### src/rtl/spi_tx_frame_arbiter.sv
// spi_tx_frame_arbiter
// Frame-level MISO word scheduler for the SPI slave path, clocked by the SPI
// sample clock. Up to NUM_REQ requesters share the slave's TX word slot. A
// round-robin winner is chosen at every frame boundary, and its word is handed
// to the slave TX register one full frame before that word is shifted out.
// Per-requester capture (o_Ack) and completion (o_Done) pulses are produced,
// together with bit and frame bookkeeping.
//
// Optional feature macro: SPI_TX_ARB_IDLE_REPEAT_EN
//   defined   : a boundary with no winner repeats the previous TX word
//   undefined : a boundary with no winner loads IDLE_WORD
module spi_tx_frame_arbiter #(
  parameter int                          BIT_PER_TRANSFER = 18,
  parameter int                          NUM_REQ          = 4,
  parameter logic [BIT_PER_TRANSFER-1:0] IDLE_WORD        = BIT_PER_TRANSFER'(18'h3FFFF)
) (
  input  logic                                w_SPI_Clk,
  input  logic                                i_Rst_L,
  input  logic                                i_SPI_CS_n,
  input  logic [NUM_REQ-1:0]                  i_Req,
  input  logic [NUM_REQ*BIT_PER_TRANSFER-1:0] i_Req_Data,
  output logic [BIT_PER_TRANSFER-1:0]         o_TX_Word,
  output logic                                o_TX_Load,
  output logic [NUM_REQ-1:0]                  o_Grant,
  output logic [NUM_REQ-1:0]                  o_Ack,
  output logic [NUM_REQ-1:0]                  o_Done,
  output logic [$clog2(BIT_PER_TRANSFER)-1:0] o_Bit_Count,
  output logic [7:0]                          o_Frame_Count
);

  localparam int CNT_W = $clog2(BIT_PER_TRANSFER);
  localparam int PTR_W = $clog2(NUM_REQ);

  localparam logic [CNT_W-1:0]   LAST_BIT  = CNT_W'(BIT_PER_TRANSFER - 1);
  localparam logic [PTR_W-1:0]   PTR_RESET = PTR_W'(NUM_REQ - 1);
  localparam logic [NUM_REQ-1:0] ONE_HOT0  = NUM_REQ'(1);

  typedef enum logic {
    ST_IDLE,
    ST_SHIFT
  } state_t;

  // Registered state
  state_t                      r_state;
  logic [CNT_W-1:0]            r_bit_count;
  logic [7:0]                  r_frame_count;
  logic [PTR_W-1:0]            r_ptr;
  logic [NUM_REQ-1:0]          r_grant;
  logic [BIT_PER_TRANSFER-1:0] r_tx_word;
  logic                        r_tx_load;
  logic [NUM_REQ-1:0]          r_ack;
  logic [NUM_REQ-1:0]          r_done;

  // Next-state values
  state_t                      w_state_nxt;
  logic [CNT_W-1:0]            w_bit_count_nxt;
  logic [7:0]                  w_frame_count_nxt;
  logic [PTR_W-1:0]            w_ptr_nxt;
  logic [NUM_REQ-1:0]          w_grant_nxt;
  logic [BIT_PER_TRANSFER-1:0] w_tx_word_nxt;
  logic                        w_tx_load_nxt;
  logic [NUM_REQ-1:0]          w_ack_nxt;
  logic [NUM_REQ-1:0]          w_done_nxt;

  // Arbitration results
  logic [BIT_PER_TRANSFER-1:0] w_req_words [NUM_REQ];
  logic                        w_win_found;
  logic [PTR_W-1:0]            w_win_idx;
  logic [PTR_W-1:0]            w_cand;
  logic [NUM_REQ-1:0]          w_win_onehot;
  logic [BIT_PER_TRANSFER-1:0] w_win_word;
  logic [CNT_W-1:0]            w_bit_cur;

  // Split the flat data bus into one word per requester
  always_comb begin
    for (int r = 0; r < NUM_REQ; r++) begin
      w_req_words[r] = i_Req_Data[r*BIT_PER_TRANSFER +: BIT_PER_TRANSFER];
    end
  end

  // Round-robin search of i_Req starting just after the last winner
  always_comb begin
    // NOTE: every combinational output gets a default before any branch, so no
    // path can leave a value unassigned and infer a latch.
    w_win_found = 1'b0;
    w_win_idx   = '0;
    w_cand      = '0;
    for (int k = 1; k <= NUM_REQ; k++) begin
      w_cand = PTR_W'((int'(r_ptr) + k) % NUM_REQ);
      if (!w_win_found && i_Req[w_cand]) begin
        w_win_found = 1'b1;
        w_win_idx   = w_cand;
      end
    end
    w_win_onehot = ONE_HOT0 << w_win_idx;
    w_win_word   = w_req_words[w_win_idx];
  end

  // Next-state logic: bit counting, boundary actions and CS abort
  always_comb begin
    w_state_nxt       = r_state;
    w_bit_count_nxt   = r_bit_count;
    w_frame_count_nxt = r_frame_count;
    w_ptr_nxt         = r_ptr;
    w_grant_nxt       = r_grant;
    w_tx_word_nxt     = r_tx_word;
    w_tx_load_nxt     = 1'b0;
    w_ack_nxt         = '0;
    w_done_nxt        = '0;
    w_bit_cur         = (r_state == ST_SHIFT) ? r_bit_count : '0;

    if (i_SPI_CS_n) begin
      // Abort or idle: counters restart, the pending word and owner are kept
      // so the word goes out as frame 0 of the next transaction.
      w_state_nxt       = ST_IDLE;
      w_bit_count_nxt   = '0;
      w_frame_count_nxt = '0;
    end else begin
      w_state_nxt = ST_SHIFT;
      if (w_bit_cur == LAST_BIT) begin
        // Frame boundary: retire the old owner, pick and load the next word
        w_bit_count_nxt   = '0;
        w_done_nxt        = r_grant;
        w_frame_count_nxt = (r_frame_count == 8'hFF) ? 8'hFF : r_frame_count + 8'd1;
        w_tx_load_nxt     = 1'b1;
        if (w_win_found) begin
          w_grant_nxt   = w_win_onehot;
          w_ack_nxt     = w_win_onehot;
          w_tx_word_nxt = w_win_word;
          w_ptr_nxt     = w_win_idx;
        end else begin
          w_grant_nxt = '0;
`ifdef SPI_TX_ARB_IDLE_REPEAT_EN
          w_tx_word_nxt = r_tx_word;
`else
          w_tx_word_nxt = IDLE_WORD;
`endif
        end
      end else begin
        w_bit_count_nxt = w_bit_cur + 1'b1;
      end
    end
  end

  // State register with asynchronous active-low reset
  always_ff @(posedge w_SPI_Clk or negedge i_Rst_L) begin
    if (!i_Rst_L) begin
      r_state       <= ST_IDLE;
      r_bit_count   <= '0;
      r_frame_count <= '0;
      r_ptr         <= PTR_RESET;
      r_grant       <= '0;
      r_tx_word     <= IDLE_WORD;
      r_tx_load     <= 1'b0;
      r_ack         <= '0;
      r_done        <= '0;
    end else begin
      // NOTE: non-blocking assignments so every register samples the
      // pre-edge values, independent of statement order.
      r_state       <= w_state_nxt;
      r_bit_count   <= w_bit_count_nxt;
      r_frame_count <= w_frame_count_nxt;
      r_ptr         <= w_ptr_nxt;
      r_grant       <= w_grant_nxt;
      r_tx_word     <= w_tx_word_nxt;
      r_tx_load     <= w_tx_load_nxt;
      r_ack         <= w_ack_nxt;
      r_done        <= w_done_nxt;
    end
  end

  assign o_TX_Word     = r_tx_word;
  assign o_TX_Load     = r_tx_load;
  assign o_Grant       = r_grant;
  assign o_Ack         = r_ack;
  assign o_Done        = r_done;
  assign o_Bit_Count   = r_bit_count;
  assign o_Frame_Count = r_frame_count;

endmodule
### config.mk
export PLATFORM = sky130hd
export DESIGN_NAME = spi_tx_frame_arbiter
export DESIGN_NICKNAME = d
export VERILOG_FILES = /design/src/rtl/spi_tx_frame_arbiter.sv
export SDC_FILE = /design/constraint.sdc
export NUM_CORES = 1
export LEC_CHECK = 0
export ABC_CLOCK_PERIOD_IN_PS = 2250
export CAP_MARGIN = 0
export CORE_AREA = 2 2 83 65
export CTS_CLUSTER_DIAMETER = 40
export DETAILED_ROUTE_END_ITERATION = 8
export DIE_AREA = 0 0 85 67
export DONT_BUFFER_PORTS = 1
export PLACE_DENSITY = 0.72
export SYNTH_ARGS = -nofsm -noshare
export SYNTH_HDL_FRONTEND = slang
export SYNTH_SLANG_ARGS = --single-unit
### constraint.sdc
create_clock -name w_SPI_Clk -period 2.25 [get_ports w_SPI_Clk]
set_input_delay 0 -clock w_SPI_Clk [delete_from_list [all_inputs] [get_ports w_SPI_Clk]]
set_output_delay 0 -clock w_SPI_Clk [all_outputs]
set_load 0.005 [all_outputs]
==> results.sh, run 1 <==
export IMPL_clkTransAtPathRegs_ns=0.09
export IMPL_cp_required_ns=2.45
export IMPL_ys_seq_area_share_pct=49.2
export IMPL_p_per_area_nw_per_um2=559
export IMPL_hpwl_um=4240
export IMPL_power_leakage_uw=0.00147
export IMPL_grt_pass1_wl_um=12800
export IMPL_grt_pass1_vias=2416
export IMPL_combPwrFrac_pct=15.9
export IMPL_root_buffer="clkbuf_8"
export IMPL_drc=0
export IMPL_criticalPathCategory="register to register"
export IMPL_synth_seq_cells=47
export IMPL_grt_usage_pct=29.2
export IMPL_grt_max_degree=48
export IMPL_clock_sinks=47
export IMPL_ys_types=42
export IMPL_slew_headroom_pct=39.7
export IMPL_syn_area_per_cell_um2=9.93
export IMPL_cpMaxStageDelayCell="dfrtp_1"
export IMPL_fp_coreArea_um2=4820
export IMPL_synth_top_flop_cell="dfrtp_1"
export IMPL_async_reset_ff_share_pct=100
export IMPL_hp_class="input pin to register"
export IMPL_r2r_start="r_state$_DFF_PN0_"
export IMPL_fin_skew_ns=0.00710
export IMPL_crit_chain="and2_1 -> ha_1 -> and4bb_1 -> and2_2 -> nand2_2 -> inv_2 -> buf_8 -> o21ai_0 -> o22ai_1"
export IMPL_rsz0062_at_grt="false"
export IMPL_synthTopCellsByArea="dfrtp_1, dfstp_2, a221oi_1"
export IMPL_via_count=2415
export IMPL_hold_viol_final=0
export IMPL_gp_congestion=0.794
export IMPL_synth_edf_count=0
export IMPL_htree_levels=2
export IMPL_antenna_found_initial=0
export IMPL_layout_drive_gt1_share_pct=15.3
export IMPL_viasPerCell=6.36
export IMPL_ant_nets=0
export IMPL_crit_start="r_state$_DFF_PN0_"
export IMPL_worstPathArrival_ns=2.36
export IMPL_cts_tree="built"
export IMPL_fp_dieArea_um2=5700
export IMPL_end_kind="register"
export IMPL_nNetsFinal=401
export IMPL_synthCells=246
export IMPL_grt_overflow_total=0
export IMPL_die_height_um=67
export IMPL_final_util_pct=71.0
export IMPL_antenna_cells=0
export IMPL_area_growth_pct=40.0
export IMPL_power_net_switching_uw=470
export IMPL_path_max_fanout=24
export IMPL_fillCellCount=338
export IMPL_netlist_area_leader_share_pct=27.6
export IMPL_wl_um=8180
export IMPL_slew_violations=0
export IMPL_final_cells=380
export IMPL_post_route_period_util_pct=95.9
export IMPL_clock_power_share_pct=33.5
export IMPL_post_cts_setup_buffers=0
export IMPL_drv_cap=0
export IMPL_core_rowCount=22
export IMPL_holdCritStartpoint="i_Req[1]"
export IMPL_synth_area_um2=2440
export IMPL_worst_skew_pair_late_latency_ns=0.29
export IMPL_total_power_uw=1910
export IMPL_cp_start_kind="register"
export IMPL_tightest_slew_ns=0.903
export IMPL_wl_per_cell_um=21.5
export IMPL_synth_nets=328
export IMPL_sw_frac_of_total_pct=24.6
export IMPL_status="complete, no violations"
export IMPL_period_needed_ns=2.16
export IMPL_yosysMostFrequentCell="nor2_1"
export IMPL_die_w_um=85
export IMPL_final_setup_tns_ns=0
export IMPL_drt_iter0_markers=172
export IMPL_p_int_uw=1440
export IMPL_setup_violations=0
export IMPL_start_util_pct=50.7
export IMPL_yosysTopAreaCell="dfrtp_1"
export IMPL_numPortBuffers=0
export IMPL_synth_warning_count=0
export IMPL_drtPass1Iterations=4
export IMPL_synth_top_cells_by_count="nor2_1, dfrtp_1, dfstp_2"
export IMPL_numCtsBuffers=5
export IMPL_placed_cells=295
export IMPL_vdd_drop_max_v=0.000486
export IMPL_seqPwrFrac_pct=50.6
export IMPL_clockBufferDepth=2
export IMPL_fmaxAchievable_mhz=463
export IMPL_io_pins=123
export IMPL_hold_slack_ns=0.0306
export IMPL_crit_path_max_incr_delay_ns=0.42
[path summary, 6_finish.rpt]
| kind | cells after the start | slack, ns | to |
|---|---|---|---|
| worst min-delay path | 3 | 0.03 | o_Ack[2]$_DFF_PN0_ |
| max in group asynchronous | 2 | 1.75 | o_TX_Word[9]$_DFFE_PN1P_ |
| worst min register to register | 2 | 0.52 | o_TX_Word[16]$_DFFE_PN1P_ |
| worst max register to register | 9 | 0.09 | o_TX_Word[5]$_DFFE_PN1P_ |
| min in group asynchronous | 2 | 0.24 | o_TX_Load$_DFF_PN0_ |
| worst max-delay path | 9 | 0.09 | o_TX_Word[5]$_DFFE_PN1P_ |
[timing repair]
item,in CTS,in global routing
hold buffers,77,0
endpoints found under the hold margin,79,0
gates resized for setup,0,8
endpoints found under the setup margin,0,3
[power groups by stage]
stage | Sequential, uW | Clock, uW | Combinational [uW]
finish | 967 | 641 | 305
detailed placement | 978 | 0 | 144
global route | 971 | 684 | 328
global placement | 977 | 0 | 139
CTS | 963 | 650 | 275
floorplan | 966 | 0 | 132
[through the flow]
stage | cell area, um2 | worst slack [ns]
after floorplan | 2440 | 0.410
after global placement | 2480 | 0.244
after detailed placement | 2480 | 0.150
after CTS | 3380 | 0.0792
after global routing | 3420 | 0.0130
final | 3420 | 0.0920
[layout by cell type, fill, tap and decap left out, types with 2 or more instances in the layout]
| cell | instances |
|---|---|
| dlygate4sd3_1 | 76 |
| nor2_1 | 29 |
| dfrtp_1 | 27 |
| dfstp_2 | 20 |
| a21oi_1 | 18 |
| o21ai_0 | 14 |
| a221oi_1 | 14 |
| a22oi_1 | 12 |
| nand2_1 | 11 |
| mux2i_1 | 8 |
| nand3_1 | 7 |
| nor3_1 | 6 |
| nor2b_1 | 6 |
| o22ai_1 | 6 |
| clkbuf_8 | 6 |
| and2_1 | 5 |
| a21o_1 | 5 |
| a221oi_2 | 4 |
| inv_1 | 3 |
| xor2_1 | 3 |
| a31oi_1 | 3 |
| ha_1 | 3 |
| buf_4 | 3 |
| nand2_2 | 2 |
| o211ai_1 | 2 |
| nor3_2 | 2 |
| nand2b_1 | 2 |
| and3_1 | 2 |
[final cells by class]
class / count / area [um2] / share of cell area, %
flip-flops and latches: 47 / 1200 / 35.1
clock inverters: 2 / 35.0 / 1.02
well taps: 60 / 75.1 / 2.19
inverters: 4 / 15.0 / 0.439
repair buffers: 82 / 846 / 24.7
multi-input cells: 179 / 1170 / 34.1
clock buffers: 6 / 82.6 / 2.41
[metal layers]
metal	share of wire [%]	up-vias	GRT usage, %
met5	0	-	0
met4	3.4	0	11.1
met3	10	32	8.92
met2	48	169	48.1
met1	38	1149	36.1
li1	-	1065	-
[cell families (layout without fill, tap and decap cells)]
| logic type | count (synthesis) | after routing | share of synthesized area [%] |
|---|---|---|---|
| compound gates | 83 | 83 | 23.7 |
| flops | 47 | 47 | 49.2 |
| buf+inv | 20 | 94 | 4.30 |
| mux | 9 | 9 | 3.74 |
| fa+ha+maj | 3 | 3 | 1.54 |
| simple gates | 81 | 81 | 16.5 |
| xor+xnor | 3 | 3 | 1.08 |
[critical path, delay by kind of cell, from the launching register on]
kind / cells / cell delay (ns)
simple gates: 4 / 0.72
buf+inv: 2 / 0.26
compound gates: 2 / 0.46
flops: 1 / 0.42
fa+ha+maj: 1 / 0.20
[registers in the layout, indices dropped and copies added (netlist names)]
| signal | flops |
|---|---|
| o_Ack | 4 |
| o_Bit_Count | 5 |
| o_Done | 4 |
| o_Frame_Count | 8 |
| o_Grant | 4 |
| o_TX_Load | 1 |
| o_TX_Word | 18 |
| r_ptr | 2 |
| r_state | 1 |
Note: power is estimated with default switching activity, not from simulation.
==> inputs of run 2 (changes only) <==
- MAX_ROUTING_LAYER: default -> met4
==> run 2 against run 1 <==
Compared with the run above:
- critical path depth unchanged
- flip-flop and latch count unchanged
- clock power is essentially flat
- clock skew up 0.0010 ns
- via count unchanged
- sequential power about the same
- combinational power is essentially flat
- sequential share of layout area stayed put
- global-route usage grew 0.74 points
- critical path type unchanged
==> results.sh, run 2 (synthesized netlist as in run 1, its figures left out) <==
export IMPL_drtPass1Iterations=4
export IMPL_reg2reg_setup_slack_ns=0.1
export IMPL_grt_usage_pct=29.9
export IMPL_final_cell_area_um2=3420
export IMPL_sw_frac_of_total_pct=24.7
export IMPL_wl_met2_um=3980
export IMPL_grt_max_degree=48
export IMPL_grt_pass1_vias=2420
export IMPL_clock_power_share_pct=33.6
export IMPL_numPortBuffers=0
export IMPL_hpwl_um=4240
export IMPL_fp_dieArea_um2=5700
export IMPL_via_count=2415
export IMPL_final_setup_tns_ns=0
export IMPL_post_route_period_util_pct=95.6
export IMPL_hold_slack_ns=0.0301
export IMPL_io_pins=123
export IMPL_drt_iter0_markers=161
export IMPL_htree_levels=2
export IMPL_wl_um=8220
export IMPL_holdCritStartpoint="i_Req[1]"
export IMPL_slew_violations=0
export IMPL_r2r_start="r_state$_DFF_PN0_"
export IMPL_slew_headroom_pct=40.3
export IMPL_worstPathArrival_ns=2.36
export IMPL_fmaxAchievable_mhz=465
export IMPL_combPwrFrac_pct=15.9
export IMPL_top_layer="met4"
export IMPL_power_net_switching_uw=473
export IMPL_criticalPathCategory="register to register"
export IMPL_fin_skew_ns=0.00810
export IMPL_cts_tree="built"
export IMPL_root_buffer="clkbuf_8"
export IMPL_largest_register_ffs=18
export IMPL_core_rowCount=22
export IMPL_final_common_cell="dlygate4sd3_1"
export IMPL_vdd_drop_max_v=0.000486
export IMPL_grt_pass1_wl_um=12800
export IMPL_tightest_slew_ns=0.894
export IMPL_layout_common_cells="dlygate4sd3_1, nor2_1, dfrtp_1"
export IMPL_end_kind="register"
export IMPL_antenna_cells=0
export IMPL_drv_cap=0
export IMPL_place_ws_ns=0.150
export IMPL_p_int_uw=1440
export IMPL_final_util_pct=71.0
export IMPL_clkTransAtPathRegs_ns=0.09
export IMPL_start_util_pct=50.7
export IMPL_area_growth_pct=40.0
export IMPL_drc=0
export IMPL_hp_class="input pin to register"
export IMPL_setup_violations=0
export IMPL_wl_met1_um=3310
export IMPL_fp_coreArea_um2=4820
export IMPL_cp_start_kind="register"
export IMPL_nNetsFinal=401
export IMPL_clock_sinks=47
export IMPL_reg2reg_to="o_TX_Word[5]$_DFFE_PN1P_"
export IMPL_hold_end="o_Ack[2]$_DFF_PN0_"
export IMPL_hold_viol_final=0
export IMPL_status="complete, no violations"
export IMPL_seqPwrFrac_pct=50.5
export IMPL_die_height_um=67
export IMPL_numCtsBuffers=5
export IMPL_worst_skew_pair_late_latency_ns=0.30
export IMPL_period_needed_ns=2.15
export IMPL_cp_required_ns=2.46
export IMPL_dr_wl_met3_um=703
export IMPL_ant_nets=0
export IMPL_grt_overflow_total=0
export IMPL_layout_drive_gt1_share_pct=15.3
export IMPL_timing_final_ws_setup_ns=0.0989
export IMPL_gp_congestion=0.805
export IMPL_power_leakage_uw=0.00147
export IMPL_path_max_fanout=24
export IMPL_r2r_cells=9
export IMPL_wl_per_cell_um=21.6
export IMPL_min_path_cells=3
export IMPL_viasPerCell=6.36
export IMPL_die_w_um=85
export IMPL_rsz0062_at_grt="false"
export IMPL_p_per_area_nw_per_um2=560
export IMPL_clockBufferDepth=2
export IMPL_dpl_instance_area_um2=2480
export IMPL_antenna_found_initial=0
## run 2: cell counts in the layout (fill, tap and decap cells not counted)
No cell type changed its count.
## run 2: how the worst max path moves through the flow
| stage | from | end | slack [ns] | cells past startpoint |
|---|---|---|---|---|
| after floorplan | r_state$_DFF_PN0_ | o_Done[0]$_DFF_PN0_ | 0.41 | 9 |
| after global routing | r_state$_DFF_PN0_ | o_TX_Word[1]$_DFFE_PN1P_ | 0.01 | 10 |
| after CTS | r_ptr[1]$_DFFE_PN1P_ | o_TX_Word[7]$_DFFE_PN1P_ | 0.08 | 6 |
| after detailed placement | r_state$_DFF_PN0_ | o_TX_Word[1]$_DFFE_PN1P_ | 0.15 | 10 |
| final | r_state$_DFF_PN0_ | o_TX_Word[5]$_DFFE_PN1P_ | 0.1 | 9 |
| after global placement | r_state$_DFF_PN0_ | r_ptr[0]$_DFFE_PN1P_ | 0.24 | 9 |
## run 2: power by group through the flow
stage	Combinational [uW]	Clock, uW	Sequential (uW)
2_1_floorplan	132	0	966
3_3_place_gp	139	0	977
3_5_place_dp	144	0	978
4_1_cts	275	650	963
5_1_grt	328	684	971
6_report	305	644	968
## run 2: timing repair
item	4_1_cts	5_1_grt
hold endpoints to repair	79	0
gates resized for setup	0	8
hold buffers	77	0
buffers inserted	0	0
setup endpoints to repair	0	3
## run 2: metal layers
layer / global-route usage (%) / up-vias
li1: - / 1064
met4: 11.1 / 0
met1: 36.4 / 1175
met2: 48.5 / 154
met5: - / -
met3: 7.68 / 22
## run 2: critical path, stage by stage, from the launching register on
cell and delay (ns):
dfrtp_1 0.42, and2_1 0.20, ha_1 0.20, and4bb_1 0.20, and2_2 0.21, nand2_2 0.11, inv_2 0.09, buf_8 0.17
o21ai_0 0.31, o22ai_1 0.15
## run 2: layout make-up
class	instances	area, um2
fill	338	1400
sequential	47	1200
multi-input combinational	179	1170
timing repair buffer	82	846
clock buffer	6	82.6
tap	60	75.1
clock inverter	2	35.0
inverter	4	15.0
## run 2: stage by stage
stage / total power (uW) / std cells
6_report: 1920 / 380
5_1_grt: 1980 / 380
4_1_cts: 1890 / 380
3_5_place_dp: 1120 / 295
3_3_place_gp: 1120 / 295
2_1_floorplan: 1100 / 246
